[config.mk]
export PLATFORM = sky130hd
export DESIGN_NAME = traffic_phase_scheduler
export DESIGN_NICKNAME = d
export VERILOG_FILES = /design/src/rtl/traffic_phase_scheduler.sv
export SDC_FILE = /design/constraint.sdc
export NUM_CORES = 1
export LEC_CHECK = 0
export BUFFER_PORTS_ARGS = -buffer_cell sky130_fd_sc_hd__buf_2
export CORE_MARGIN = 8
export CORE_UTILIZATION = 36
export DETAILED_ROUTE_END_ITERATION = 8
export GPL_TIMING_DRIVEN = 0
export PLACE_DENSITY = 0.76
export SKIP_LAST_GASP = 1
export SLEW_MARGIN = 0
export SYNTH_ARGS = -nofsm -noshare
export SYNTH_HDL_FRONTEND = slang
export SYNTH_SLANG_ARGS = --single-unit
export TNS_END_PERCENT = 30
[constraint.sdc]
create_clock -name clk_i -period 1.9 [get_ports clk_i]
set_input_delay 0.19 -clock clk_i [delete_from_list [all_inputs] [get_ports clk_i]]
set_output_delay 0.19 -clock clk_i [all_outputs]
set_load 0.005 [all_outputs]
[src/rtl/traffic_phase_scheduler.sv]
// Two-road intersection phase sequencer with pedestrian WALK insertion.
//
// state  | meaning
// -------+-----------------------------------------------
// IDLE   | parked after reset/restart, leaves to G1 next clock
// G1     | road 1 green, road 2 red
// Y1     | road 1 yellow, road 2 red
// AR_A   | all red after road 1, may branch to WALK
// G2     | road 2 green, road 1 red
// Y2     | road 2 yellow, road 1 red
// AR_B   | all red after road 2, may branch to WALK
// WALK   | all red, walk lamps lit, then return phase
module traffic_phase_scheduler #(
    parameter int CNT_W = 4
) (
    input  logic             clk_i,
    input  logic             rst_ni,
    input  logic             tick_i,
    input  logic             hold_i,
    input  logic             restart_i,
    input  logic [CNT_W-1:0] grn_len_i,
    input  logic [CNT_W-1:0] yel_len_i,
    input  logic [CNT_W-1:0] red_len_i,
    input  logic [CNT_W-1:0] walk_len_i,
    input  logic [1:0]       ped_req_i,
    output logic [2:0]       light1_o,
    output logic [2:0]       light2_o,
    output logic [1:0]       walk_o,
    output logic [1:0]       ped_pend_o,
    output logic [CNT_W-1:0] cnt_o,
    output logic [2:0]       phase_o,
    output logic             phase_done_o
);

    typedef enum logic [2:0] {
        P_IDLE = 3'd0,
        P_G1   = 3'd1,
        P_Y1   = 3'd2,
        P_AR_A = 3'd3,
        P_G2   = 3'd4,
        P_Y2   = 3'd5,
        P_AR_B = 3'd6,
        P_WALK = 3'd7
    } phase_e;

    localparam logic [2:0] LAMP_RED = 3'b100;
    localparam logic [2:0] LAMP_YEL = 3'b010;
    localparam logic [2:0] LAMP_GRN = 3'b001;

    phase_e           phase_q, phase_d;
    phase_e           ret_q, ret_d;
    phase_e           nxt_phase;
    logic [CNT_W-1:0] cnt_q, cnt_d;
    logic [1:0]       walk_q, walk_d;
    logic [1:0]       pend_q, pend_d;
    logic             done_q, done_d;
    logic [1:0]       req_all;

    // Length of a phase as loaded on entry; zero is stretched to one tick.
    function automatic logic [CNT_W-1:0] phase_len(
        input phase_e           p,
        input logic [CNT_W-1:0] grn,
        input logic [CNT_W-1:0] yel,
        input logic [CNT_W-1:0] red,
        input logic [CNT_W-1:0] wlk
    );
        logic [CNT_W-1:0] len;
        case (p)
            P_G1, P_G2:     len = grn;
            P_Y1, P_Y2:     len = yel;
            P_AR_A, P_AR_B: len = red;
            P_WALK:         len = wlk;
            default:        len = '0;
        endcase
        if (len == '0) begin
            len = CNT_W'(1);
        end
        return len;
    endfunction

    assign req_all = pend_q | ped_req_i;

    // State register: phase, counter, walk lamps, pending requests, return phase.
    always_ff @(posedge clk_i or negedge rst_ni) begin
        if (!rst_ni) begin
            phase_q <= P_IDLE;
            ret_q   <= P_G1;
            cnt_q   <= '0;
            walk_q  <= '0;
            pend_q  <= '0;
            done_q  <= 1'b0;
        end else begin
            phase_q <= phase_d;
            ret_q   <= ret_d;
            cnt_q   <= cnt_d;
            walk_q  <= walk_d;
            pend_q  <= pend_d;
            done_q  <= done_d;
        end
    end

    // Next-state logic: restart beats hold, hold beats tick; requests always latch.
    always_comb begin
        phase_d   = phase_q;
        ret_d     = ret_q;
        cnt_d     = cnt_q;
        walk_d    = walk_q;
        pend_d    = req_all;
        done_d    = 1'b0;
        nxt_phase = phase_q;

        if (restart_i) begin
            phase_d = P_IDLE;
            ret_d   = P_G1;
            cnt_d   = '0;
            walk_d  = '0;
        end else if (!hold_i) begin
            if (phase_q == P_IDLE) begin
                phase_d = P_G1;
                cnt_d   = phase_len(P_G1, grn_len_i, yel_len_i, red_len_i, walk_len_i);
            end else if (tick_i) begin
                if (cnt_q > CNT_W'(1)) begin
                    cnt_d = cnt_q - CNT_W'(1);
                end else begin
                    done_d = 1'b1;
                    case (phase_q)
                        P_G1:   nxt_phase = P_Y1;
                        P_Y1:   nxt_phase = P_AR_A;
                        P_G2:   nxt_phase = P_Y2;
                        P_Y2:   nxt_phase = P_AR_B;
                        P_AR_A: begin
                            if (req_all != 2'b00) begin
                                nxt_phase = P_WALK;
                                ret_d     = P_G2;
                            end else begin
                                nxt_phase = P_G2;
                            end
                        end
                        P_AR_B: begin
                            if (req_all != 2'b00) begin
                                nxt_phase = P_WALK;
                                ret_d     = P_G1;
                            end else begin
                                nxt_phase = P_G1;
                            end
                        end
                        P_WALK:  nxt_phase = ret_q;
                        default: nxt_phase = P_IDLE;
                    endcase
                    // Serving a crossing consumes its pending bit; WALK exit darkens the lamps.
                    if (nxt_phase == P_WALK) begin
                        walk_d = req_all;
                        pend_d = '0;
                    end else if (phase_q == P_WALK) begin
                        walk_d = '0;
                    end
                    phase_d = nxt_phase;
                    cnt_d   = phase_len(nxt_phase, grn_len_i, yel_len_i, red_len_i, walk_len_i);
                end
            end
        end
    end

    // Output decode: lamps follow the current phase, everything else is registered.
    always_comb begin
        light1_o = LAMP_RED;
        light2_o = LAMP_RED;
        case (phase_q)
            P_G1:    light1_o = LAMP_GRN;
            P_Y1:    light1_o = LAMP_YEL;
            P_G2:    light2_o = LAMP_GRN;
            P_Y2:    light2_o = LAMP_YEL;
            default: begin
                light1_o = LAMP_RED;
                light2_o = LAMP_RED;
            end
        endcase
        walk_o       = walk_q;
        ped_pend_o   = pend_q;
        cnt_o        = cnt_q;
        phase_o      = phase_q;
        phase_done_o = done_q;
    end

endmodule

After elaboration in Yosys (flattened, before gate mapping) --
Index checks and enable logic that the tools add are counted.
Storage, ports and cells: bits in registers 15, bits of input ports 23, output and inout bits 18
Cells by class: $add $sub $neg 1, order comparisons 1, eq/ne operators 20, multiplexer cells 57, bitwise logic cells 1, reduce and logical (&&, ||, !) cells 15
Operators with widths (count):
- two-way mux 4 bit | 15
- two-way mux 3 bit | 18
- two-way mux 2 bit | 14
- == test 3 bit, second input constant | 8
- case mux 3 bit (7 select lines) | 1
- case mux 3 bit (2 select lines) | 3
- case mux 4 bit (4 select lines) | 1
- == test 3 x 2 -> 1 bit, second input constant | 4
- inequality test 3 bit, second input constant | 3
- nonzero test 3 bit | 3
- logical NOT 4 bit | 2
- AND reduction 7 bit | 1
- == test 3 x 1 -> 1 bit, second input constant | 2
- OR reduction 2 bit | 3
- two-way mux 1 bit | 5
- AND reduction 5 bit | 1
- greater-than comparator 4 x 1 -> 1 bit, second input constant | 1
- inequality test 2 bit, second input constant | 2
- nonzero test 2 bit | 2
- subtractor 4 x 1 -> 4 bit, second input constant | 1
- logical NOT 3 bit | 1
- AND reduction 3 bit | 1
- inequality test 2 x 1 -> 1 bit, second input constant | 1
- OR 2 bit | 1
- AND reduction 2 bit | 1

Longest topological paths before layout --
Gate-level depths: netlist (run 1).
word-level depth 24, mapped depth 7, gate-level depth less buffers 7

Worst setup path before layout (run 1) --
No wires, ideal clock.
path kind register -> register, from register pend_q[0], in the netlist ped_pend_o[0], to register cnt_q[0], in the netlist cnt_o[0], setup time 74 ps, arrival time 1967 ps, data required time 1826 ps, slack -141 ps, stages on the path, launching flop included 7, path buffers 0, clock period less this slack 2041 ps, path through dfrtp_1 or4_4 and3_4 a22o_1 a221o_1 o31a_1 o21ai_2
On the way: longest elaborated chain between the ends 24, elaborated cells between the ends (all ways) 33
RTL lines:
- start: declaration | line 55 | logic [1:0] pend_q, pend_d;
- start signal: assignment | line 97 | pend_q <= pend_d;
- OR 2 bit * | line 81 | assign req_all = pend_q | ped_req_i;
- nonzero test 2 bit * | line 132, 140
- two-way mux 2 bit or two-way mux 3 bit (tied branches) | line 132, 140
- case mux 3 bit (7 select lines) * | line 126 | case (phase_q)
- two-way mux 3 bit * | line 122 | if (cnt_q > CNT_W'(1)) begin
- two-way mux 3 bit * | line 121 | end else if (tick_i) begin
- two-way mux 3 bit * | line 118 | if (phase_q == P_IDLE) begin
- two-way mux 3 bit * | line 117 | end else if (!hold_i) begin
- [8 not listed]
- two-way mux 4 bit * | line 112 | if (restart_i) begin
- logical NOT 4 bit | line 75 | if (len == '0) begin
- two-way mux 4 bit * | line 75
- two-way mux 4 bit * | line 122
- two-way mux 4 bit * | line 121
- two-way mux 4 bit * | line 118
- two-way mux 4 bit * | line 117
- two-way mux 4 bit * | line 112
- end signal: assignment | line 95 | cnt_q <= cnt_d;
- end: declaration | line 53 | logic [CNT_W-1:0] cnt_q, cnt_d;
Mark *: on every way between the ends. The rest lies on a longest branch, timed or not. The select of a mux whose other input is x is not followed. A chain may end at the register's enable or synchronous reset.

Worst setup path after layout (run 1) --
Ends and elaborated chain as after synthesis.

==> flow_results.org, run 1 <==
** Worst setup path
- For flop-to-flop paths, the worst setup slack is -0.25 ns.
- The worst setup path is captured at a register.
- By startpoint and endpoint, the worst setup path is classified as reg -> reg.
- Sort of element at the start of the critical path :: register
- Of all nets on the critical path, the largest fanout is 4.
- Worst Path Required :: 2.11 ns
- Worst EP arrival :: about 2.4 ns

** Clock tree
- In this run the number of H-tree levels came out at 1.
- The clock net in this run drives a total of 14 sinks.
- Clock-pin slew reported for the worst setup and hold paths after clock tree synthesis :: 0.09 ns
- The clock reaches the later pin of the worst-skew pair after 0.28 ns.
- Clock tree from TritonCTS :: done
- Clock Tree Root :: sky130_fd_sc_hd__clkbuf_4
- Number of clock buffers inserted by TritonCTS :: 3
- Counting along the longest clock path gives a buffer depth of 2.

** Placed design
- The number of placed instances, taps included, is 199.
- Input and output buffers added on the ports amount to 40.
- After legalization and detailed placement, the total HPWL measured 2.60 mm.
- Final GP Congestion :: about 0.85
- Place WS :: -0.330 ns

** Outcome
- The run finished, with violations left.
- The final reports fail on setup timing.

** STA
- Setup violations remaining at the end of the flow were counted as 6.
- Once routing completed, OpenROAD measured the worst setup slack at -0.251 ns.
- Setup repair after global routing could not meet its margin everywhere.
- For the pin with the worst max-slew slack, the measured transition is 0.492 ns.
- Headroom to the max-slew limit came out at between 60% and 70%.
- The final count of hold timing violations is 0.
- Total count of max-transition violations in the final report :: 0
- For the final database, setup skew stands at roughly 0.0049 ns.
- Based on the critical path, the design can be clocked at up to approximately 470 MHz.
- Final hold slack :: ~0.17 ns
- Min Tclk post-route :: between 2 and 2.5 ns
- Post-route fraction of the period consumed by the critical path :: 113%

** Detailed routing
- After the first detailed-routing iteration, the DRC count stood at 58.
- Drt drc :: 0
- Number of detailed-route iterations in the first pass :: 4
- Summing over every cut layer, the via total after detailed routing is roughly 1,200.
- Routed via count divided by cell count :: 5.72
- Routed WL per cell :: between 15 and 20 um
- Count of antenna-violating nets left after detailed routing :: 0
- Post-detailed-routing wire length :: about 3.3 mm

** Worst hold path
- The min-delay analysis places its worst path in the category in -> reg.

** Finish
- Cells fill between 50% and 60% of the core in the end.
- Area Overhead vs Synth :: 34.5%
- Final cell count without fillers :: 207
- The final layout contains 202 nets.
- Total inserted antenna cells :: 0
- Share of post-route cells with drive strength above 1 :: between 30% and 40%

** Global routing
- Total overflow reported by the global router :: 0
- The via count of the first global-routing pass was 1,171.
- Global routing consumed, over all layers together, between 10% and 20% of the routing resources.
- Entering global routing, the biggest net connects 15 pins.
- Number of antenna violations at the first check in global routing :: 0
- The first global-routing pass estimated 5.29 mm of wire.

** Logic synthesis
- Synth Warn # :: 0
- Yosys mapped a number of flops with a built-in enable equal to 0.
- Nets in the synthesized netlist :: 153
- The netlist uses 40 different library cells.
- Flip-flop and latch count after synthesis :: 14
- Synthesized area divided by synthesized cell count :: 8.05 um^2
- Synthesized netlist cell count :: 128
- Synthesized cell area :: 1030 um^2
- Of the synthesized area, sequential elements account for between 30% and 40%.
- After synthesis, the share of flip-flops with an asynchronous set or reset is 100%.
- The most used flip-flop cell after synthesis is sky130_fd_sc_hd__dfrtp_1.

** Power and ir drop
- In this run the static leakage power is about 0.00063 uW.
- VDD sags by at most 0.000565 V.
- Areal power density over the cells :: roughly 1200 nW/um^2
- Power after layout :: roughly 1700 uW

** Die
- From left edge to right edge, the die measures slightly below 70 um.
- Row generation in the floorplan step produced 19 rows.
- The initial utilization of the core area, before any placement, comes to a little under two fifths.
- Core footprint :: ~2700 um^2
- The die covers ~4800 um^2.
- The die is 69.5 um tall.
- I/O pin count :: 41

** Job
- Max cap viols :: 0
==> worst paths after layout <==
check	start	to	cells past startpoint
setup / recovery	ped_pend_o[0]	cnt_o[0]	6
hold / removal	hold_i	phase_done_o	2
setup reg to reg	ped_pend_o[0]	cnt_o[0]	6
hold reg to reg	walk_o[0]	walk_o[0]	2
max in group asynchronous	rst_ni	ret_q[0]	2
min in group asynchronous	rst_ni	ped_pend_o[1]	2
==> cell families (layout without fill, tap and decap cells) <==
family          count (synthesis)  in the layout  share of synthesized area [%]
compound gates                 43             43                           28.2
xor+xnor                        3              3                           2.55
fa+ha+maj                       2              2                           2.43
buf+inv                         9             57                           3.28
flops                          14             14                           34.1
mux                             3              3                           3.28
simple gates                   54             54                           26.2
==> worst max-delay path, stage by stage, from the launching register on <==
cell and delay (ns):
sky130_fd_sc_hd__dfrtp_1 0.42, sky130_fd_sc_hd__or4_4 0.51, sky130_fd_sc_hd__and3_4 0.20, sky130_fd_sc_hd__a22o_1 0.21
sky130_fd_sc_hd__a221o_1 0.30, sky130_fd_sc_hd__o31a_1 0.32, sky130_fd_sc_hd__o21ai_2 0.11
==> where the power goes <==
part	leakage, uW	internal, uW	switching (uW)
logic	0.000436	454	591
clock network	0.0000210	116	101
registers	0.000174	358	77.9
total	0.000632	929	770
==> metal layers <==
metal	up-vias	share of wire (%)	global-route usage (%)
li1	576	-	-
met1	542	41	15.0
met2	58	49	21.7
met3	8	9.0	3.72
met4	0	1.6	4.33
met5	-	0	0
==> per-stage QoR <==
step / instance area [um^2] / TNS [ns]
2_1_floorplan: 1040 / -0.103
3_3_place_gp: 1280 / -1.42
3_5_place_dp: 1280 / -2.04
4_1_cts: 1350 / -1.31
5_1_grt: 1390 / -1.66
6_report: 1390 / -0.604
==> synth_stat cells (2+ instances only) <==
cell type,n,area (um^2)
sky130_fd_sc_hd__a21oi_1,10,50.1
sky130_fd_sc_hd__a221o_1,2,20.0
sky130_fd_sc_hd__a221oi_1,2,17.5
sky130_fd_sc_hd__a22o_1,2,17.5
sky130_fd_sc_hd__a31oi_1,4,25.0
sky130_fd_sc_hd__and2_1,2,12.5
sky130_fd_sc_hd__and2_2,2,15.0
sky130_fd_sc_hd__clkbuf_1,4,15.0
sky130_fd_sc_hd__dfrtp_1,13,325
sky130_fd_sc_hd__ha_1,2,25.0
sky130_fd_sc_hd__inv_1,4,15.0
sky130_fd_sc_hd__mux2_2,3,33.8
sky130_fd_sc_hd__nand2_1,11,41.3
sky130_fd_sc_hd__nand2b_1,3,18.8
sky130_fd_sc_hd__nand3_1,3,15.0
sky130_fd_sc_hd__nor2_1,18,67.6
sky130_fd_sc_hd__nor3_1,5,25.0
sky130_fd_sc_hd__nor4_1,3,18.8
sky130_fd_sc_hd__o21a_1,2,15.0
sky130_fd_sc_hd__o21ai_0,10,50.1
sky130_fd_sc_hd__o31a_1,3,26.3
sky130_fd_sc_hd__xor2_1,2,17.5
==> state kept, by name (all words and copies together), names as in the netlist <==
signal,count
cnt_o,4
ret_q,2
walk_o,2
ped_pend_o,2
phase_o,3
phase_done_o,1
==> placed cells by master (no fill, tap or decap), drive strengths merged, types with 2 or more instances in the layout <==
cell type and count:
a21oi 10, a221o 3, a221oi 2, a22o 2, a31oi 4, and2 4
buf 43, clkbuf 8, dfrtp 13, ha 2, inv 4, mux2 3
nand2 11, nand2b 3, nand3 3, nor2 18, nor3 5, nor4 3
o21a 2, o21ai 11, o31a 3, xor2 2
==> final cells by class <==
class	instances	area (um^2)
plain buffers	4	16.3
inverters	5	18.8
clock buffers	4	36.3
repair buffers	44	233
fillers	261	1350
multi-input cells	105	691
well taps	31	38.8
flip-flops and latches	14	353
==> what timing repair did <==
action                                 in CTS  in global routing
pin swaps                                   0                  1
hold buffers                                1                  0
resized for setup                           1                 11
setup buffers                               3                  0
endpoints found under the hold margin      13                  0
setup endpoints to repair                  13                 13
Note: power is estimated with default switching activity, not from simulation.
==> inputs of run 2 (changes only) <==
Settings changed: ABC_AREA set to 1.
==> run 2 against run 1 <==
Against the previous run:
- the flow now finishes without violations
- clock skew grew 0.0023 ns
- sequential power increased by 17%
- non-clock buffer count is 5 lower
- via count decreased by 1.5%
- final cell count grew 11%
- critical path type unchanged
- critical endpoint unchanged
==> flow_results.org, run 2 <==
** Worst hold path
- Type of the most critical hold path :: in -> reg
- Instance count along the most critical hold path :: 3 (+1)
- In this run the most critical hold path is launched from ped_req_i[0].
- The worst hold path terminates at ped_pend_o[0].

** Worst setup path
- Length in cells of the worst reg-to-reg path :: 15 (+9)
- Critical-path top delay cell :: sky130_fd_sc_hd__dfrtp_2
- Setup slack, reg-to-reg :: 0.14 ns (+0.39 ns)
- In this design, the critical path's most frequently occurring cell is sky130_fd_sc_hd__nand2_1.
- The count of buffering cells on the critical path with inverters included came to 1 (+1).
- Crit Path Class :: reg -> reg
- The stage delay of the slowest cell on the critical path was 0.47 ns (-0.04 ns).
- In this run the critical register-to-register path is launched from phase_o[0].
- Sort of element at the start of the critical path :: register
- The worst register-to-register path ends at cnt_o[0].
- CP delay by family, top :: simple AND/OR/NAND/NOR gates
- Capturing element type of the critical path :: register
- Worst EP arrival :: 1.99 ns (-0.37 ns)
- Critical-path cell list :: inv_1, nand2_1, nor2_2, nand2_2, nand2_4, nor2_4, nand3_2, nand2_2, nand2_1, nand2_1, nor2_1, nand3_1, nand2_1, nand2_1, a21oi_2
- Worst-path maximum fanout :: 8 (+4)
- Worst Path Required :: 2.13 ns (+0.02 ns)
- Depth of the critical timing path with buffers and inverters included :: 15 (+9)

** Die
- The die boundary width was 69.6 um (+0.14%).
- The starting density of the core is 37.8% (+0.14 points).
- Core footprint :: 2730 um^2 (unchanged)
- The number of primary I/O pins came to 41 (unchanged).
- FP Rows :: 19 (unchanged)
- The die area was 4850 um^2 (+0.27%).
- The die span in y came to 69.6 um (+0.14%).

** Logic synthesis
- Post-synth EDFFs :: 0 (unchanged)
- The average instance area after synthesis came to 6.85 um^2 (-15%).
- Summed over all instances, the cell type with the most area after synthesis is sky130_fd_sc_hd__dfrtp_1.
- Flip-flop and latch count after synthesis :: 14 (unchanged)
- The total nets after synthesis was 176 (+15%).
- Yosys instantiated no cell more often than sky130_fd_sc_hd__nand2_1.
- For this run, the leading register cell type out of synthesis is sky130_fd_sc_hd__dfrtp_1.
- After synthesis, the most frequently instantiated cells are 33 x sky130_fd_sc_hd__nand2_1, 25 x sky130_fd_sc_hd__inv_1, 20 x sky130_fd_sc_hd__nor2_1.
- The gate count of the mapped netlist was 151 (+18%).
- The sequential element share of the synthesized area is 34.0% (-0.12 points).
- The count of synthesis-stage warnings from yosys was 0 (unchanged).
- The post-synthesis instance area came to 1030 um^2 (+0.36%).
- Top-area cell type share of the netlist area :: 31.4% (-0.11 points)
- The count of different cell masters after synthesis is 28 (-30%).
- Cell types occupying the most area after synthesis :: sky130_fd_sc_hd__dfrtp_1 31%, sky130_fd_sc_hd__nand2_1 12%, sky130_fd_sc_hd__inv_1 9.1%
- The share of flip-flops with an asynchronous set or reset is 100% (unchanged).

** Finish
- The share of final-layout standard cells stronger than drive strength 1 came to 33.8% (-4.8 points).
- Final cell count without fillers :: 229 (+11%)
- In the layout the commonest cells are 40 x sky130_fd_sc_hd__buf_2, 33 x sky130_fd_sc_hd__nand2_1, 25 x sky130_fd_sc_hd__inv_1.
- The number of inserted diodes was 0 (unchanged).
- The area growth from synthesis to layout is 32.2%.
- The number of flip-flops under the largest register name is 4 (unchanged).
- Leaving out fill and tap cells, the most frequent cell in the layout is sky130_fd_sc_hd__buf_2.
- Number of nets at the end of the flow :: 224 (+11%)

** Placed design
- The placed instance count came to 222 (+12%).
- The placed wire-length estimate was 2.31 mm (-11%).
- The number of buffer cells added on primary ports was 40 (unchanged).
- Final GP Congestion :: 0.877 (+3.2%)

** Power and ir drop
- Areal power density over the cells :: 1350 nW/um^2 (+11%)
- Leak :: 0.000771 uW (+22%)
- Max VDD drop :: 0.000917 V (+62%)

** Clock tree
- The count of clock tree sinks came to 14 (unchanged).
- Skew-Pair Late Insertion Delay :: 0.29 ns (about the same)
- The cell sitting at the root of the clock tree is a sky130_fd_sc_hd__clkbuf_4.
- The register clock-pin slew on the reported worst setup and hold paths is 0.09 ns (about the same).
- The buffer depth of the longest clock path was 2 (unchanged).
- Clock tree from TritonCTS :: done
- The total clock buffers created by CTS is 3 (unchanged).
- CTS H-Tree Depth :: 1 (unchanged)

** Detailed routing
- Routed via count divided by cell count :: 5.09 (-11%)
- The final wirelength is 3.01 mm (-9.4%).
- Drt drc :: 0 (unchanged)
- Number of detailed-route iterations in the first pass :: 5 (+1)
- First DRT Iteration DRCs :: 45 (-22%)
- Total via count in the routed design :: 1,166 (-1.5%)
- The number of nets with antenna violations after routing came to 0 (unchanged).
- Routed WL per cell :: 13.1 um (-18%)

** STA
- The setup-violating endpoint count in the final report came to 0 (-6).
- The final count of hold timing violations came to 0 (unchanged).
- Setup repair after global routing could not meet its margin everywhere.
- Total negative slack :: 0 ns (+0.604 ns)
- The transition time of the tightest slew-check pin came to 0.320 ns (-0.172 ns).
- Worst slew margin relative to its limit :: 78.7% (+12 points)
- Total count of max-transition violations in the final report :: 0 (unchanged)
- Min Tclk post-route :: 1.76 ns (-0.392 ns)
- The fmax is 569 MHz (+22%).
- The final clock period utilization by the worst path was 92.6% (-21 points).
- Worst clock skew on the final layout :: 0.00716 ns (+0.00227 ns)

** Global routing
- The first-pass GRT wire length was 4.80 mm (-9.3%).
- Via count of the first global-routing pass :: 1,120 (-4.4%)
- Tot GR Track Use :: 11.6% (-1.3 points)
- The pin count of the biggest net entering global routing came to 15 (unchanged).
- Number of antenna violations at the first check in global routing :: 0 (unchanged)
- The leftover overflow at the end of global routing was 0 (unchanged).

** Outcome
- Status :: complete, no violations

** Job
- Max cap viols :: 0 (unchanged)
-- run 2: cell types whose count changed after synthesis, sizes merged, moves of 4 or more --
cell    previous run  this run
clkbuf             4         0
inv                4        26
nand2             11        36
nand3              3        10
nor2              18        22
nand4              1         5
a21oi             10         6
and2               4         0
-- run 2: what timing repair did --
item | 4_1_cts | 5_1_grt
setup buffers | 0 | 2
hold buffers | 1 | 0
pin swaps | 0 | 1
gates resized for setup | 1 | 10
endpoints found under the setup margin | 1 | 12
endpoints found under the hold margin | 13 | 0
-- run 2: how the worst max path moves through the flow --
stage | start | end | slack [ns]
global placement | cnt_o[0] | ret_q[2] | 0.05
floorplan | cnt_o[0] | ret_q[2] | 0.20
finish | phase_o[0] | cnt_o[0] | 0.14
global route | phase_o[0] | cnt_o[0] | -0.05
detailed placement | cnt_o[0] | ret_q[2] | 0.01
CTS | cnt_o[0] | ret_q[2] | 0.07
-- run 2: layout make-up --
class,count,area [um^2]
tap,31,38.8
fill,289,1370
timing repair buffer,43,225
multi-input combinational,111,614
clock buffer,4,36.3
sequential,14,355
inverter,26,97.6
-- run 2: metal layers --
metal | GRT usage, % | vias up | part of all wire, %
li1 | - | 590 | -
met4 | 2.68 | 0 | 0.83
met5 | 0 | - | 0
met2 | 20.1 | 31 | 53
met3 | 4.86 | 4 | 7.4
met1 | 12.7 | 541 | 39
-- run 2: kinds of logic after synthesis --
family	after synthesis	synth area share [%]
AND/OR/NAND/NOR	75	32.5
AO/OA/AOI/OAI	32	20.0
buffers and inverters	26	9.43
flip-flops	14	34.0
XOR/XNOR	2	1.69
adder cells (fa/ha/maj)	2	2.42
-- run 2: per-stage QoR --
stage	worst slack, ns	hold WS, ns	util, %	total power, uW	area, um^2
final	0.142	0.171	50.0	1850	1370
after global routing	-0.0463	0.165	50.0	2050	1370
after CTS	0.0692	0.159	48.6	1810	1330
after floorplan	0.198	-0.106	-	1260	1030
after global placement	0.0499	0.102	46.6	1560	1270
after detailed placement	0.00959	0.104	46.6	1580	1270
-- run 2: power breakdown --
part / internal, uW / switching (uW) / total [uW]
combinational: 438 / 686 / 1120
clock: 117 / 103 / 220
sequential: 393 / 116 / 509
-- run 2: worst register-to-register path, delay by kind of cell (launching register included) --
| family | cells | cell delay (ns) |
|---|---|---|
| AOI/OAI and AO/OA | 1 | 0.11 |
| buffers and inverters | 1 | 0.11 |
| DFF | 1 | 0.47 |
| and+or+nand+nor | 13 | 1.01 |
==> inputs of run 3 (changes only) <==
Settings changed: PLACE_DENSITY 0.76 to unset, PLACE_DENSITY_LB_ADDON set to 0.25.
==> run 3 against run 2 <==
Against the previous run:
- non-clock buffer count grew 3
- utilization grew 1.9 points
- via count shrank 1.0%
- clock-buffer cell count is the same
- sequential share of layout area shrank 0.94 points
- clock power is essentially flat
- largest power group unchanged
- highest routed layer is now met3
==> flow_results.org, run 3 (synthesized netlist as in run 2, its figures left out) <==
** Worst setup path
- The endpoint required time on the critical path is 2.12 ns (about the same).
- The worst register-to-register path ends at cnt_o[0].
- Worst reg2reg path startpoint :: phase_o[0]
- Worst Setup SP :: phase_o[0]
- The critical path in this run is classified as reg -> reg.
- The worst setup path is launched from a register.
- The most critical setup path has its endpoint at cnt_o[0].
- The arrival time at the worst endpoint was 1.99 ns (about the same).
- Length in cells of the worst reg-to-reg path :: 15 (unchanged)
- Setup slack, reg-to-reg :: 0.13 ns (about the same)
- Capturing element type of the critical path :: register
- The maximum fanout count along the critical path is 7 (-1).

** Clock tree
- Clock-pin slew reported for the worst setup and hold paths after clock tree synthesis :: 0.09 ns (about the same)
- CTS max path bufs :: 2 (unchanged)
- Clock tree from TritonCTS :: done
- The cell sitting at the root of the clock tree is a sky130_fd_sc_hd__clkbuf_4.
- CTS H-Tree Depth :: 1 (unchanged)
- Number of clock buffers inserted by TritonCTS :: 3 (unchanged)
- Clk sinks :: 14 (unchanged)
- Skew-Pair Late Insertion Delay :: 0.28 ns (about the same)

** Detailed routing
- The final wirelength was 2.87 mm (-4.5%).
- Routed via count divided by cell count :: 4.97 (-2.3%)
- The routed length per instance came to 12.4 um (-5.7%).
- The first-pass iteration count of the detailed router came to 5 (unchanged).
- The number of design rule violations left after detail routing was 0 (unchanged).
- The DRC marker count from the first detailed-route iteration was 39 (-13%).
- The via count of the routed design is 1,154 (-1.0%).
- The number of nets with antenna violations after routing is 0 (unchanged).

** Global routing
- Total overflow reported by the global router :: 0 (unchanged)
- Wire length of the first global-routing pass :: 4.67 mm (-2.6%)
- The overall global routing resource usage was 11.0% (-0.54 points).
- Number of antenna violations at the first check in global routing :: 0 (unchanged)
- Pin count of the biggest net entering global routing :: 15 (unchanged)
- Via count of the first global-routing pass :: 1,122 (+0.18%)

** Finish
- The number of inserted diodes came to 0 (unchanged).
- Area Overhead vs Synth :: 37.1%
- Number of nets at the end of the flow :: 227 (+1.3%)
- The top cell types in the final layout, fill and taps aside, are 40 x sky130_fd_sc_hd__buf_2, 32 x sky130_fd_sc_hd__nand2_1, 24 x sky130_fd_sc_hd__inv_1.
- The share of final-layout standard cells stronger than drive strength 1 was 38.8% (+5.0 points).
- The number of flip-flops under the largest register name is 4 (unchanged).
- Commonest non-fill, non-tap cell in the layout :: sky130_fd_sc_hd__buf_2
- Final cell count without fillers :: 232 (+1.3%)

** Die
- The die area came to 4850 um^2 (unchanged).
- The die span in y is 69.6 um (unchanged).
- Horizontal die dimension :: 69.6 um (unchanged)
- The starting density of the core was 37.8% (unchanged).
- I/O pin count :: 41 (unchanged)
- The number of core rows came to 19 (unchanged).
- The placeable core area was 2730 um^2 (unchanged).

** Placed design
- The placed wire-length estimate came to 2.30 mm (-0.27%).
- The final weighted congestion in routability-driven placement is 0.867 (-1.2%).
- Inst Count DP :: 222 (unchanged)
- The number of buffer cells added on primary ports came to 40 (unchanged).

** STA
- Final Hold Violating Endpoints :: 0 (unchanged)
- Transition time at the pin with the least slew margin :: 0.332 ns (+0.0116 ns)
- Final setup fails :: 0 (unchanged)
- The setup clock skew after layout came to 0.000394 ns (-0.00677 ns).
- Worst slew margin relative to its limit :: 77.9% (-0.77 points)
- Max Clk Rate :: 566 MHz (-0.42%)
- Setup repair after global routing could not meet its margin everywhere.
- Total negative slack :: 0 ns (unchanged)
- Post-route fraction of the period consumed by the critical path :: 92.9% (+0.39 points)
- The final-report max-slew violation count came to 0 (unchanged).
- Min Tclk post-route :: 1.77 ns (+0.00743 ns)

** Power and ir drop
- Leak :: 0.000799 uW (+3.7%)
- Power after layout :: 1900 uW (+2.4%)
- The worst supply voltage drop on vdd is 0.000921 V (+0.41%).
- The power per standard cell area was 1340 nW/um^2 (-1.3%).

** Worst hold path
- Type of the most critical hold path :: in -> reg

** Outcome
- The flow ran to the end, and the final reports show no timing, DRC or antenna violations.

** Job
- The number of max-cap violations was 0 (unchanged).
-- run 3: cell types whose count changed in the layout (fill, tap and decap cells not counted), moves of 2 or more --
cell / before / now
sky130_fd_sc_hd__buf_4: 2 / 5
sky130_fd_sc_hd__nand3_1: 7 / 5
sky130_fd_sc_hd__nand3_2: 3 / 5
sky130_fd_sc_hd__nor2_1: 17 / 15
sky130_fd_sc_hd__nor2_2: 4 / 6
-- run 3: final cells by class --
class	count	area, um^2
clock buffers	4	36.3
fillers	280	1320
inverters	26	100
multi-input cells	111	641
flip-flops and latches	14	355
well taps	31	38.8
repair buffers	46	248
-- run 3: worst min path at each step --
stage / start / to / slack (ns) / depth (start not counted)
finish: ped_req_i[1] / ped_pend_o[1] / 0.16 / 3
CTS: ped_req_i[1] / ped_pend_o[1] / 0.16 / 3
floorplan: rst_ni / cnt_o[0] / -0.11 / 0
global placement: rst_ni / cnt_o[1] / 0.10 / 1
global route: ped_req_i[0] / ped_pend_o[0] / 0.16 / 3
detailed placement: rst_ni / cnt_o[1] / 0.10 / 1
-- run 3: report_power, final --
| group | leakage [uW] | switching, uW | internal, uW | total [uW] |
|---|---|---|---|---|
| Sequential | 0.000165 | 105 | 393 | 498 |
| Clock | 0.0000210 | 103 | 117 | 220 |
| Combinational | 0.000613 | 708 | 471 | 1180 |
-- run 3: critical path: stages, from the launching register on --
cell and delay [ns]:
sky130_fd_sc_hd__dfrtp_2 0.46, sky130_fd_sc_hd__inv_2 0.07, sky130_fd_sc_hd__nand2_1 0.06, sky130_fd_sc_hd__nor2_2 0.15
sky130_fd_sc_hd__nand2_2 0.11, sky130_fd_sc_hd__nand2_4 0.12, sky130_fd_sc_hd__nor2_4 0.06, sky130_fd_sc_hd__nand3_2 0.06
sky130_fd_sc_hd__nand2_2 0.07, sky130_fd_sc_hd__nand2_1 0.06, sky130_fd_sc_hd__nand2_1 0.06, sky130_fd_sc_hd__nor2_1 0.09
sky130_fd_sc_hd__nand3_1 0.09, sky130_fd_sc_hd__nand2_1 0.08, sky130_fd_sc_hd__nand2_1 0.06, sky130_fd_sc_hd__a21oi_2 0.10
-- run 3: what timing repair did --
item                                   in CTS  in global routing
buffers inserted                            0                  5
hold buffers                                1                  0
setup endpoints to repair                   0                 12
gates resized for setup                     0                 19
endpoints found under the hold margin      13                  0
-- run 3: layer usage --
layer	wire [um]	part of all wire, %	track usage, %	vias up
li1	-	-	-	598
met1	1180	41	11.8	534
met2	1530	53	20.6	22
met3	159	5.5	4.43	0
met4	0	0	0.670	0
met5	0	0	0	-
-- run 3: per-stage QoR --
stage / utilization, % / hold slack, ns / setup WS [ns] / cell area, um^2
after global routing: 51.9 / 0.156 / -0.0463 / 1420
after floorplan: - / -0.106 / 0.198 / 1030
after global placement: 46.6 / 0.100 / 0.0489 / 1270
final: 51.9 / 0.160 / 0.134 / 1420
after detailed placement: 46.6 / 0.105 / 0.0202 / 1270
after CTS: 48.3 / 0.162 / 0.0179 / 1320
